[config.mk]
export PLATFORM = sky130hd
export DESIGN_NAME = bin_bcd_encoder
export DESIGN_NICKNAME = d
export VERILOG_FILES = /design/src/rtl/bin_bcd_encoder.sv
export SDC_FILE = /design/constraint.sdc
export NUM_CORES = 1
export LEC_CHECK = 0
export CAP_MARGIN = 5
export CORE_MARGIN = 2
export CORE_UTILIZATION = 50
export DETAILED_ROUTE_END_ITERATION = 8
export GPL_TIMING_DRIVEN = 0
export PLACE_DENSITY = 0.74
export REMOVE_ABC_BUFFERS = 1
export SLEW_MARGIN = 25
export SYNTH_ARGS = -nofsm -noshare
export SYNTH_HDL_FRONTEND = slang
export SYNTH_SLANG_ARGS = --single-unit
[constraint.sdc]
create_clock -name clk -period 1.75 [get_ports clk]
set_input_delay 0.525 -clock clk [delete_from_list [all_inputs] [get_ports clk]]
set_output_delay 0.525 -clock clk [all_outputs]
set_load 0.03 [all_outputs]
[src/rtl/bin_bcd_encoder.sv]
// bin_bcd_encoder: sequential binary-to-BCD converter. It uses the
// shift-and-add-3 (double-dabble) method and consumes one input bit per clock.
// The result saturates to all nines when the value does not fit in DIGITS
// decimal digits.
// Optional feature: define LEADING_BLANK_EN to blank leading zero digits.
// A blanked digit is output as 4'd10, which the display decoders show as blank.
module bin_bcd_encoder #(
   parameter int WIDTH  = 8,
   parameter int DIGITS = 3
) (
   input  logic                  clk,
   input  logic                  reset,
   input  logic [WIDTH-1:0]      binary,
   input  logic                  start,
   output logic                  busy,
   output logic                  done,
   output logic [DIGITS*4-1:0]   bcd,
   output logic                  ovf
);

   // Decimal digits needed for 2^WIDTH-1 (log10(2) ~ 0.301), never fewer than DIGITS
   localparam int SDIG_RAW = (WIDTH * 301) / 1000 + 1;
   localparam int SDIG     = (SDIG_RAW > DIGITS) ? SDIG_RAW : DIGITS;
   localparam int SW       = SDIG * 4;
   localparam int CW       = $clog2(WIDTH + 1);
   localparam logic [CW-1:0] LAST_SHIFT = CW'(WIDTH - 1);

   // Reset pattern of the display: digit 0 shows 0, upper digits blank when enabled
   function automatic logic [DIGITS*4-1:0] reset_bcd();
      logic [DIGITS*4-1:0] v;
      v = '0;
`ifdef LEADING_BLANK_EN
      for (int k = 1; k < DIGITS; k++) begin
         v[4*k +: 4] = 4'd10;
      end
`endif
      return v;
   endfunction

   localparam logic [DIGITS*4-1:0] BCD_RST = reset_bcd();

   typedef enum logic {
      IDLE  = 1'b0,
      SHIFT = 1'b1
   } state_t;

   state_t                state_q, state_d;
   logic [WIDTH-1:0]      shift_q, shift_d;
   logic [SW-1:0]         scratch_q, scratch_d;
   logic [CW-1:0]         count_q, count_d;
   logic [DIGITS*4-1:0]   bcd_q, bcd_d;
   logic                  ovf_q, ovf_d;
   logic                  done_q, done_d;

   logic [SW-1:0]         adj;
   logic [SW+WIDTH-1:0]   shifted_all;
   logic [SW-1:0]         shifted_scratch;
   logic [WIDTH-1:0]      shifted_bin;
   logic                  upper_nonzero;
   logic [DIGITS*4-1:0]   disp;
`ifdef LEADING_BLANK_EN
   logic                  nz_seen;
`endif

   // Next-state logic: one double-dabble step per SHIFT cycle, result load on the last
   always_comb begin
      state_d   = state_q;
      shift_d   = shift_q;
      scratch_d = scratch_q;
      count_d   = count_q;
      bcd_d     = bcd_q;
      ovf_d     = ovf_q;
      done_d    = 1'b0;

      adj = scratch_q;
      for (int k = 0; k < SDIG; k++) begin
         if (scratch_q[4*k +: 4] >= 4'd5) begin
            adj[4*k +: 4] = scratch_q[4*k +: 4] + 4'd3;
         end
      end
      shifted_all     = {adj, shift_q} << 1;
      shifted_scratch = shifted_all[SW+WIDTH-1:WIDTH];
      shifted_bin     = shifted_all[WIDTH-1:0];

      upper_nonzero = 1'b0;
      for (int k = 0; k < SDIG; k++) begin
         if (k >= DIGITS && shifted_scratch[4*k +: 4] != 4'd0) begin
            upper_nonzero = 1'b1;
         end
      end

      disp = shifted_scratch[DIGITS*4-1:0];
`ifdef LEADING_BLANK_EN
      nz_seen = 1'b0;
      for (int k = DIGITS - 1; k >= 1; k--) begin
         if (disp[4*k +: 4] != 4'd0) begin
            nz_seen = 1'b1;
         end else if (!nz_seen) begin
            disp[4*k +: 4] = 4'd10;
         end
      end
`endif

      case (state_q)
         IDLE: begin
            if (start) begin
               shift_d   = binary;
               scratch_d = '0;
               count_d   = '0;
               state_d   = SHIFT;
            end
         end
         SHIFT: begin
            scratch_d = shifted_scratch;
            shift_d   = shifted_bin;
            count_d   = count_q + 1'b1;
            if (count_q == LAST_SHIFT) begin
               state_d = IDLE;
               done_d  = 1'b1;
               ovf_d   = upper_nonzero;
               bcd_d   = upper_nonzero ? {DIGITS{4'h9}} : disp;
            end
         end
         default: state_d = IDLE;
      endcase
   end

   // State and datapath registers, cleared asynchronously by the active-low reset
   always_ff @(posedge clk or negedge reset) begin
      if (!reset) begin
         state_q   <= IDLE;
         shift_q   <= '0;
         scratch_q <= '0;
         count_q   <= '0;
         bcd_q     <= BCD_RST;
         ovf_q     <= 1'b0;
         done_q    <= 1'b0;
      end else begin
         state_q   <= state_d;
         shift_q   <= shift_d;
         scratch_q <= scratch_d;
         count_q   <= count_d;
         bcd_q     <= bcd_d;
         ovf_q     <= ovf_d;
         done_q    <= done_d;
      end
   end

   assign busy = (state_q == SHIFT);
   assign done = done_q;
   assign bcd  = bcd_q;
   assign ovf  = ovf_q;

endmodule

==> out/summary.txt <==
total track usage -> 17.80%
setup violation total in the final timing report -> 0
unrepaired setup endpoints after global routing -> false
Detail Placement HPWL -> 2278 um
critical path class -> reg2out
area of placed instances -> 2143 um^2
Yosys cell types -> 28
DRC Markers -> 0
Fin. Hold Viols -> 0
total power draw -> 4.231 mW
power per cell area -> 1872 nW/um^2
critical path's top delay family -> flip-flops
Post-CTS Hold Buffers -> 0
sw power -> 1.723 mW
Synth top area share -> 50.84%
clock-pin slew on the worst setup and hold paths -> 0.07 ns
H-tree Lvls -> 2
first-pass GRT wire length -> 5720 um
Int Power -> 2.508 mW
#FFs+latches synth -> 38
Antenna Cells -> 0
Req. time, crit path -> 1.22 ns
final net count -> 219
Hold Path Class -> in2async
Final Max Slew Viols -> 0
routed vias/inst -> 5.112
CP endpoint kind -> output port
Die Y -> 65.17 um
initial antenna violation count -> 0
TritonCTS clock tree -> done
Final Cell Area -> 2260 um^2
sequential share of power -> 37.5%
Initial Util -> 51.48%
Mapped Area -> 1871 um^2
total grt overflow -> 0
share of layout cells above drive strength 1 -> 12.44%
VDD IR max -> 0.0008746 V
clock network fraction of total power -> 14.1%
clock sink count -> 38
Routed WL -> 3399 um
crit path DAT -> 1.12 ns
post-synthesis sequential area ratio -> 50.84%
Port Buffer Count -> 24
Worst Clk Skew -> 0.009556 ns
final critical-path required period -> 1.645 ns
synth warn -> 0
Fmax achieved -> 607.8 MHz
Pleak -> 1.119 nW
Routability Congestion -> 0.7674
CTS buffer count -> 5
status -> finished, final reports clean
Buf/Inv on CP -> 1
synth top area cells -> dfrtp_1 (51%), mux2i_1 (9.6%), nand2_1 (4.8%), ha_1 (4.7%), nand2b_1 (4.7%)
slowest stage delay, CP -> 0.53 ns
Synth Instances -> 173
Clock Latency Late Sink -> 0.29 ns
CTS Root Cell -> clkbuf_8
Comb power frac -> 48.5%
vias in the first global route -> 1264
most common cell after layout, fill and taps aside -> dfrtp_1
core area -> 3633 um^2
die footprint -> 4246 um^2
CP Max Fanout -> 8
synthesized area per cell -> 10.81 um^2
CTS Buffer Depth -> 2
Max Cap Viol -> 0
Avg WL per Cell -> 13.65 um
most frequent cells in the layout -> dfrtp_1 (37), nand2_1 (24), mux2i_1 (18), nand2b_1 (14), dlygate4sd2_1 (13)
First DRT Iteration DRCs -> 38
sw frac -> 40.72%
largest net degree at the start of global routing -> 25
first-pass iteration count of the detailed router -> 4
io pins -> 26
Worst setup SP type -> register
DR vias -> 1273
Slowest-stage cell, CP -> dfrtp_4
# rows -> 22
Die Span X -> 65.17 um
fin crit share -> 94.02%
DRT antenna net count -> 0
critical-path cell list -> clkdlybuf4s15_2
synthesis-to-finish area growth -> 20.80%
area leader, netlist -> dfrtp_1
[final cells by class]
class / instances / area [um^2]
repair buffers: 30 / 290.3
flip-flops and latches: 38 / 954.7
multi-input cells: 119 / 842.1
well taps: 48 / 60.06
clock buffers: 7 / 86.33
fillers: 322 / 1374
inverters: 7 / 26.28
[power by group through the flow]
stage,Clock [mW],Sequential [mW],Combinational [mW]
floorplan,0,1.86,1.17
global placement,0,1.68,1.85
detailed placement,0,1.71,1.93
CTS,0.621,1.65,1.93
global route,0.666,1.64,2.28
finish,0.595,1.59,2.05
[stage by stage]
stage	instances	setup slack [ns]	util, %	hold slack [ns]	TNS [ns]
final	249	0.1047	62.19	0.1818	0
after global routing	249	0.0002924	62.19	0.1942	0
after CTS	245	-0.06758	61.29	0.1877	-0.06758
after detailed placement	237	-0.4839	58.99	0.4748	-8.562
after global placement	236	-0.9412	58.33	0.4665	-40.86
after floorplan	164	-0.1730	-	0.2294	-2.203
[final timing paths]
| check | startpoint | end | slack (ns) | cells past startpoint |
|---|---|---|---|---|
| max in group asynchronous | reset | busy | 1.10 | 2 |
| hold / removal | reset | bcd[10] | 0.18 | 1 |
| setup / recovery | busy | busy | 0.10 | 1 |
| hold reg to reg | shift_q[5] | shift_q[6] | 0.48 | 2 |
| setup reg to reg | scratch_q[5] | scratch_q[6] | 0.13 | 6 |
| min in group clk | shift_q[5] | shift_q[6] | 0.48 | 2 |
[repair_timing]
item	CTS	global route
setup buffers	1	4
endpoints found under the setup margin	28	4
pin swaps	0	0
hold endpoints to repair	0	0
gates resized for setup	18	2
[flip-flops by register name (all words and copies together), names as in the netlist]
signal	flops
count_q	4
shift_q	8
done	1
scratch_q	12
bcd	12
busy	1
[synthesized netlist by cell type]
library cell  count
dfrtp_1          38
nand2_1          24
mux2i_1          18
nand2b_1         14
o21ai_1          11
o21ai_0          10
ha_1              7
inv_1             7
nor3b_1           6
a21oi_1           5
buf_2             5
xnor2_1           4
a21oi_2           3
buf_4             3
nor2_1            3
a22o_1            2
nand3_1           2
clkbuf_1          1
conb_1            1
mux2_1            1
mux2_2            1
mux2_4            1
mux2i_4           1
nand2b_2          1
nand4b_4          1
o21ai_2           1
o31ai_1           1
xor2_1            1
[cells by family after synthesis]
| kind of cell | share of synthesized area (%) |
|---|---|
| flops | 50.84 |
| xor+xnor | 2.341 |
| buf+inv | 4.147 |
| compound gates | 10.17 |
| fa+ha+maj | 4.682 |
| mux | 12.84 |
| simple gates | 14.78 |
| other cells | 0.2005 |
[routing by layer]
metal  vias to the layer above  part of all wire, %  GRT usage (%)
li1                        637                    -              -
met1                       600                   44          20.25
met4                         0                 0.74          5.469
met2                        32                   50          30.99
met5                         -                    0              0
met3                         4                  4.9          6.678
Note: power is estimated with default switching activity, not from simulation.
